$ cat config.mk
export PLATFORM = sky130hd
export DESIGN_NAME = alu_arbiter
export DESIGN_NICKNAME = d
export VERILOG_FILES = /design/src/rtl/alu_arbiter.sv
export SDC_FILE = /design/constraint.sdc
export NUM_CORES = 1
export LEC_CHECK = 0
export CAP_MARGIN = 25
export CORE_MARGIN = 2
export CORE_UTILIZATION = 35
export DETAILED_ROUTE_END_ITERATION = 10
export GPL_ROUTABILITY_DRIVEN = 0
export PLACE_DENSITY = 0.68
export SLEW_MARGIN = 25
export SYNTH_ARGS = -nofsm -noshare
export SYNTH_HDL_FRONTEND = slang
export SYNTH_SLANG_ARGS = --single-unit
$ cat constraint.sdc
create_clock -name tb_clk -period 3.1 [get_ports tb_clk]
set_clock_uncertainty 0.2 [all_clocks]
set_input_delay 0.775 -clock tb_clk [delete_from_list [all_inputs] [get_ports tb_clk]]
set_output_delay 0.775 -clock tb_clk [all_outputs]
set_load 0.05 [all_outputs]
$ cat src/rtl/alu_arbiter.sv
// Two-requester round-robin front end for a byte-serial ALU: CTL beat, data beats, wait for result.
// Optional WAIT-state timeout is enabled by defining ALU_ARB_TIMEOUT_EN.
module alu_arbiter #(
    parameter int TIMEOUT_CYC = 255
) (
    input  logic        tb_clk,
    input  logic        tb_rst_n,
    input  logic [1:0]  req_val,
    input  logic [15:0] req_op,
    input  logic [5:0]  req_len,
    input  logic [63:0] req_data,
    output logic [1:0]  req_rdy,
    output logic [1:0]  rsp_val,
    output logic [31:0] rsp_result,
    output logic        rsp_err,
    output logic        busy,
    output logic        alu_ctl,
    output logic [7:0]  alu_dat,
    input  logic        alu_ready,
    input  logic [31:0] alu_result
);

    typedef enum logic [1:0] {IDLE, CTL, DATA, WAIT} state_t;

    state_t      state;
    logic        last;
    logic        gnt_q;
    logic [2:0]  rem;
    logic [31:0] data_q;

    logic        gnt;
    logic [2:0]  len_raw;
    logic [2:0]  len_sel;

    if (TIMEOUT_CYC < 1 || TIMEOUT_CYC > 65535) begin : g_bad_timeout
        $error("alu_arbiter: TIMEOUT_CYC must be 1..65535");
    end

    // Contended: the requester after the last completed grant wins.
    always_comb begin
        gnt = req_val[1];
        if (req_val == 2'b11) gnt = ~last;
    end

    assign len_raw = gnt ? req_len[5:3] : req_len[2:0];
    assign len_sel = (len_raw > 3'd4) ? 3'd4 : len_raw;

    assign req_rdy = (state == IDLE && tb_rst_n && (|req_val)) ? (gnt ? 2'b10 : 2'b01) : 2'b00;
    assign busy    = (state != IDLE);

`ifdef ALU_ARB_TIMEOUT_EN
    localparam logic [15:0] TMO_LAST = 16'(TIMEOUT_CYC - 1);
    logic [15:0] tmo_cnt;
`else
    assign rsp_err = 1'b0;
`endif

    always_ff @(posedge tb_clk or negedge tb_rst_n) begin
        if (!tb_rst_n) begin
            state      <= IDLE;
            last       <= 1'b1;
            gnt_q      <= 1'b0;
            rem        <= 3'd0;
            data_q     <= 32'd0;
            rsp_val    <= 2'b00;
            rsp_result <= 32'd0;
            alu_ctl    <= 1'b0;
            alu_dat    <= 8'd0;
`ifdef ALU_ARB_TIMEOUT_EN
            rsp_err    <= 1'b0;
            tmo_cnt    <= 16'd0;
`endif
        end else begin
            rsp_val <= 2'b00;
            case (state)
                IDLE: begin
                    if (|req_val) begin
                        gnt_q   <= gnt;
                        state   <= CTL;
                        alu_ctl <= 1'b1;
                        alu_dat <= gnt ? req_op[15:8] : req_op[7:0];
                        data_q  <= gnt ? req_data[63:32] : req_data[31:0];
                        rem     <= len_sel;
                    end
                end
                CTL, DATA: begin
                    // rem counts bytes still to present after the current beat.
                    alu_ctl <= 1'b0;
                    if (rem == 3'd0) begin
                        state   <= WAIT;
                        alu_dat <= 8'd0;
`ifdef ALU_ARB_TIMEOUT_EN
                        tmo_cnt <= 16'd0;
`endif
                    end else begin
                        state   <= DATA;
                        alu_dat <= data_q[7:0];
                        data_q  <= data_q >> 8;
                        rem     <= rem - 3'd1;
                    end
                end
                WAIT: begin
                    if (alu_ready) begin
                        rsp_result <= alu_result;
                        rsp_val    <= gnt_q ? 2'b10 : 2'b01;
                        last       <= gnt_q;
                        state      <= IDLE;
`ifdef ALU_ARB_TIMEOUT_EN
                        rsp_err    <= 1'b0;
                    end else if (tmo_cnt == TMO_LAST) begin
                        rsp_result <= 32'd0;
                        rsp_val    <= gnt_q ? 2'b10 : 2'b01;
                        rsp_err    <= 1'b1;
                        last       <= gnt_q;
                        state      <= IDLE;
                    end else begin
                        tmo_cnt    <= tmo_cnt + 16'd1;
`endif
                    end
                end
                default: state <= IDLE;
            endcase
        end
    end

endmodule

==> results of run 1 <==
## cells in the final DEF (no fill, tap or decap), types with 2 or more instances in the layout
master	n
mux2i_1	44
o22ai_1	2
clkbuf_16	9
nand2_1	36
and3_1	2
ha_1	4
clkdlybuf4s50_1	165
o21ai_0	36
inv_1	10
buf_12	4
nor2_1	4
o21ai_1	2
buf_4	4
o211ai_1	8
a21oi_1	3
nand3_1	12
o21a_1	8
mux2_2	58
bufinv_16	4
dfrtp_1	81
## layer usage
metal / vias up / wire length, um / track usage [%]
met5: - / 0 / 0
met4: 0 / 53 / 4.444
met3: 5 / 1016 / 6.968
met2: 121 / 4812 / 26.99
met1: 1484 / 4175 / 19.73
li1: 1540 / - / -
## per-stage QoR
stage	instance area, um2	util, %
2_1_floorplan	4045	-
3_3_place_gp	5843	51.39
3_5_place_dp	5843	51.39
4_1_cts	6211	54.63
5_1_grt	6215	54.66
6_report	6215	54.66
## logic make-up after synthesis
logic type	Yosys count	share of synthesized area, %
other cells	1	0.09270
flops	82	50.76
mux	102	27.03
simple gates	61	6.867
buf+inv	31	4.825
compound gates	63	9.187
fa+ha+maj	4	1.237
## power by group through the flow
stage / logic, mW / registers, mW / clock network (mW)
2_1_floorplan: 1.85 / 2.86 / 0
3_3_place_gp: 3.83 / 1.91 / 0
3_5_place_dp: 3.91 / 1.94 / 0
4_1_cts: 3.93 / 1.93 / 1.32
5_1_grt: 4.19 / 1.99 / 1.38
6_report: 3.89 / 1.92 / 1.30
## state kept, by name, indices dropped and copies added (netlist names)
name        cells
last            1
state           2
alu_ctl         1
rsp_result     32
rsp_val         2
rem             3
alu_dat         8
data_q         32
gnt_q           1
## layout make-up
type | count | area [um2]
flip-flops and latches | 82 | 2053
inverters | 10 | 37.54
well taps | 143 | 178.9
clock inverters | 5 | 125.1
multi-input cells | 231 | 1804
repair buffers | 174 | 1773
fillers | 983 | 5155
clock buffers | 11 | 242.7
## worst reg2reg max path, stage by stage, from the launching register on
cell     delay (ps)
dfrtp_1         380
inv_1            60
ha_1            270
nor3b_1         190
nor2_2          570
nand2_1         350
o21ai_0         250
## final timing paths
kind,end,slack (ps)
worst max-delay path,req_rdy[1],160
worst min-delay path,alu_dat[4],40
worst max register to register,data_q[26],740
worst min register to register,data_q[31],280
max in group asynchronous,rsp_result[8],1770
min in group tb_clk,data_q[31],280
==> reports/qor.yml, run 1 <==
result_of_the_run: "complete, no violations"
max_freq_mhz: 339.9
switchingPower_mw: 3.004
synth.net_count: 471
asr_flop_ratio_synth_pct: 100.0
count_leader_synth: "dfrtp_1"
tightest_slew_ps: 729.3
synth-main-ff-cell: "dfrtp_1"
crit_path_start: "req_val[1]"
setup_violations: 0
power.density_nw_per_um2: 1144
pre_cts_ws_ps: 87.47
core_um2: 11370
finish.net_count: 635
critical_path.max_stage_delay_ps: 560
post_route_cells_drive_above_1_share_pct: 16.96
yosys.area.top_type_share_pct: 50.11
pwr-share-clk_pct: 18.3
areaGrowthSynthToFinish_pct: 53.63
cts.reportedPaths.clkPinSlew_ps: 60
syn_area_per_cell_um2: 11.76
layout_min_cycle_time_ps: 2942
final_hold_viol_count: 0
netlist_top_cells_area: "dfrtp_1, mux2_2, mux2i_1"
numClockSinks: 82
critical_path_peak_fanout: 5
power.leakage_nw: 2.659
chipWidth_um: 111.5
slew_headroom_pct: 51.38
die_area_um2: 12430
floorplan.initialDensity_pct: 35.58
worst_setup_path_start_kind: "input port"
numPortBuffers: 168
tritoncts: "built"
std_cell_rows: 39
via_count: 3150
synth-edff-count: 0
cp_data_arrival_time_ps: 1970
ratio_of_final_minimum_period_to_clock_period_pct: 94.89
cts_resized: 0
netlist_area_um2: 4045
r2r-start: "state[0]"
critical_path.n_buffers_inverters: 2
cts_hold_buffers: 0
timing.critical_path.slowest_stage_cell: "clkdlybuf4s50_1"
cts_root_buf: "clkbuf_16"
critical_path_depth: 4
synthDistinctLibCells: 34
synth_area_leader_cell: "dfrtp_1"
antenna_found_initial: 0
drc: 0
synth-seq-cells: 82
global_route.usage.total_pct: 16.35
routedWlPerCell_um: 15.33
synth_sequential_area_ratio_pct: 50.76
via_count_of_the_first_global_routing_pass: 3390
drv.max_cap_violation_count: 0
power.switching_fraction_pct: 42.26
power.sequential.fraction_pct: 27.0
synthTopCellsByCount: "dfrtp_1, mux2_2, mux2i_1"
cellInternalPower_mw: 4.104
maximum_number_of_pins_on_one_net_before_global_route_repair: 81
path_cells: "clkdlybuf4s50_1 > a21boi_4 > and3_1 > buf_12"
setup_repair_after_global_routing_missed_its_margin: "no"
timing.final.ws_setup_ps: 158.3
max-clock-path-buffers: 2
die-height_um: 111.5
worst-r2r-cell-count: 6
synthesis.instances: 344
vias_per_cell: 4.802
drt_pre_antenna_iters: 4
drt_antenna_net_count: 0
placed_instances: 640
fin_tns_setup_ps: 0
total_routed_wirelength_mm: 10.06
grt_first_pass_wirelength_mm: 16.48
path_delay_family: "buffers and inverters"
grt.overflow.total: 0
fin_worst_hold_slack_ps: 41.49
detailedPlacementHpwl_mm: 7.473
clk_latency_ps: 320
holdCritPathClass: "in2async"
power.combinational.fraction_pct: 54.7
worstSetupEndpointType: "output pin"
drc_marker_count_from_the_first_detailed_route_iteration: 67
stdcell_count: 656
wp_data_required_ps: 2120
antenna-diode-count: 0
slew_viol_final: 0
total_power_mw: 7.108
io-pin-count: 170
yosysWarnings: 0
numCtsBuffers: 9
post-cts-setup-buffer-count: 0
worst-setup-path-type: "in2out"
peakVddDrop_uv: 673.5
cts_htree_levels: 3
(Power assumes the default switching activity.)
==> run 2, diff against run 1 <==
--- a/config.mk
+++ b/config.mk
@@ -10,6 +10,7 @@
 export CORE_UTILIZATION = 35
 export DETAILED_ROUTE_END_ITERATION = 10
 export GPL_ROUTABILITY_DRIVEN = 0
+export MAX_ROUTING_LAYER = met4
 export PLACE_DENSITY = 0.68
 export SLEW_MARGIN = 25
 export SYNTH_ARGS = -nofsm -noshare
==> run 2 against run 1 <==
Compared with the run above: sequential power is essentially flat; hold slack is essentially flat; non-clock buffer count is the same; critical path depth is the same; final cell count is the same; register-to-register slack is essentially flat; maximum frequency grew 0.13%; total power is essentially flat.
==> reports/qor.yml, run 2 (same netlist as run 1, synthesis figures left out) <==
path_cells: "clkdlybuf4s50_1 > a21boi_4 > and3_1 > buf_12"  # unchanged
max_freq_mhz: 340.4  # was 339.9 MHz
peakVddDrop_uv: 672.4  # was 673.5 uV
fin_worst_hold_slack_ps: 41.41  # was 41.49 ps
reg.largest.list: "data_q (32), rsp_result (32), alu_dat (8)"  # unchanged
max-clock-path-buffers: 2  # unchanged
flop_to_flop_setup_slack_ps: 740  # about the same
fin_util_pct: 54.66  # unchanged
chipWidth_um: 111.5  # unchanged
numClockSinks: 82  # unchanged
critical_path_peak_fanout: 5  # unchanged
clk_latency_ps: 320  # about the same
via_count_of_the_first_global_routing_pass: 3408  # was 3390
die_area_um2: 12430  # unchanged
floorplan.initialDensity_pct: 35.58  # unchanged
cts_resized: 0  # unchanged
setup_repair_after_global_routing_missed_its_margin: "no"  # unchanged
maximum_number_of_pins_on_one_net_before_global_route_repair: 81  # unchanged
timing.final.ws_setup_ps: 162.0  # was 158.3 ps
worstSetupEndpointType: "output pin"  # unchanged
final_common_cell: "clkdlybuf4s50_1"  # unchanged
cts_hold_buffers: 0  # unchanged
path_delay_family: "buffers and inverters"  # unchanged
io-pin-count: 170  # unchanged
power.sequential.fraction_pct: 27.0  # about the same
vias_per_cell: 4.808  # was 4.802
drc: 0  # unchanged
antenna_found_initial: 0  # unchanged
via_count: 3154  # was 3150
numPortBuffers: 168  # unchanged
finalInstanceArea_um2: 6215  # unchanged
setup_violations: 0  # unchanged
drv.max_cap_violation_count: 0  # unchanged
power.switching_fraction_pct: 42.23  # was 42.26%
detailedPlacementHpwl_mm: 7.473  # unchanged
worst-r2r-cell-count: 6  # unchanged
slew_headroom_pct: 51.41  # was 51.38%
top_library_cells_by_usage_in_the_layout_fill_and_taps_aside: "clkdlybuf4s50_1, dfrtp_1, mux2_2"  # unchanged
total_routed_wirelength_mm: 10.05  # was 10.06 mm
cts_root_buf: "clkbuf_16"  # unchanged
pwr-share-clk_pct: 18.3  # about the same
result_of_the_run: "complete, no violations"  # unchanged
power.leakage_nw: 2.659  # unchanged
worstReg2RegEnd: "data_q[26]"  # unchanged
timing.critical_path.slowest_stage_cell: "clkdlybuf4s50_1"  # unchanged
crit_path_start: "req_val[1]"  # unchanged
worst-setup-path-type: "in2out"  # unchanged
critical_path.max_stage_delay_ps: 560  # about the same
grt_first_pass_wirelength_mm: 16.39  # was 16.48 mm
layout_min_cycle_time_ps: 2938  # was 2942 ps
routedWlPerCell_um: 15.32  # was 15.33 um
post_route_cells_drive_above_1_share_pct: 16.96  # unchanged
r2r-start: "state[0]"  # unchanged
antenna-diode-count: 0  # unchanged
holdCritPathClass: "in2async"  # unchanged
tightest_slew_ps: 728.9  # was 729.3 ps
finish.net_count: 635  # unchanged
cts_htree_levels: 3  # unchanged
pre_cts_ws_ps: 87.47  # unchanged
drt_pre_antenna_iters: 3  # was 4
post-cts-setup-buffer-count: 0  # unchanged
final_hold_viol_count: 0  # unchanged
power.combinational.fraction_pct: 54.7  # about the same
std_cell_rows: 39  # unchanged
slew_viol_final: 0  # unchanged
cts.reportedPaths.clkPinSlew_ps: 60  # about the same
cellInternalPower_mw: 4.104  # about the same
ratio_of_final_minimum_period_to_clock_period_pct: 94.77  # was 94.89%
worst_setup_path_start_kind: "input port"  # unchanged
post_dp_cell_area_um2: 5843  # unchanged
cp_data_arrival_time_ps: 1960  # was 1970 ps
tritoncts: "built"  # unchanged
numCtsBuffers: 9  # unchanged
core_um2: 11370  # unchanged
fin_tns_setup_ps: 0  # unchanged
total_power_mw: 7.105  # was 7.108 mW
drt_antenna_net_count: 0  # unchanged
drc_marker_count_from_the_first_detailed_route_iteration: 65  # was 67
grt.overflow.total: 0  # unchanged
die-height_um: 111.5  # unchanged
switchingPower_mw: 3.001  # was 3.004 mW
areaGrowthSynthToFinish_pct: 53.63  # unchanged
critical_path.n_buffers_inverters: 2  # unchanged
placed_instances: 640  # unchanged
power.density_nw_per_um2: 1143  # was 1144 nW/um2
global_route.usage.total_pct: 16.85  # was 16.35%
wp_data_required_ps: 2120  # about the same
stdcell_count: 656  # unchanged
-- run 2: power groups by stage --
stage                     combinational [mW]  sequential (mW)  clock, mW
after floorplan                         1.85             2.86          0
after global placement                  3.83             1.91          0
after detailed placement                3.91             1.94          0
after CTS                               3.93             1.93       1.32
after global routing                    4.18             1.99       1.38
final                                   3.88             1.92       1.30
-- run 2: metal layers --
| metal | vias up | share of wire [%] | global-route usage (%) |
|---|---|---|---|
| met4 | 0 | 0.53 | 4.444 |
| met1 | 1492 | 44 | 20.91 |
| met2 | 118 | 48 | 26.99 |
| met3 | 5 | 7.5 | 5.117 |
| li1 | 1539 | - | - |
| met5 | - | 0 | - |
-- run 2: worst max path at each step --
stage / to / slack, ps / cells after the start
2_1_floorplan: req_rdy[1] / 440 / 4
3_3_place_gp: data_q[24] / 200 / 5
3_5_place_dp: data_q[26] / 90 / 5
4_1_cts: req_rdy[1] / 150 / 4
5_1_grt: req_rdy[1] / 130 / 4
6_report: req_rdy[1] / 160 / 4
-- run 2: layout make-up --
cell class	instances	area, um2
Clock buffer	11	242.7
Clock inverter	5	125.1
Tap cell	143	178.9
Multi-Input combinational cell	231	1804
Fill cell	983	5155
Sequential cell	82	2053
Inverter	10	37.54
Timing Repair Buffer	174	1773
==> run 3, diff against run 2 <==
--- a/config.mk
+++ b/config.mk
@@ -5,7 +5,6 @@
 export SDC_FILE = /design/constraint.sdc
 export NUM_CORES = 1
 export LEC_CHECK = 0
-export CAP_MARGIN = 25
 export CORE_MARGIN = 2
 export CORE_UTILIZATION = 35
 export DETAILED_ROUTE_END_ITERATION = 10
==> results of run 3 <==
The final DEF is identical to that of run 2; final timing and power are the same.
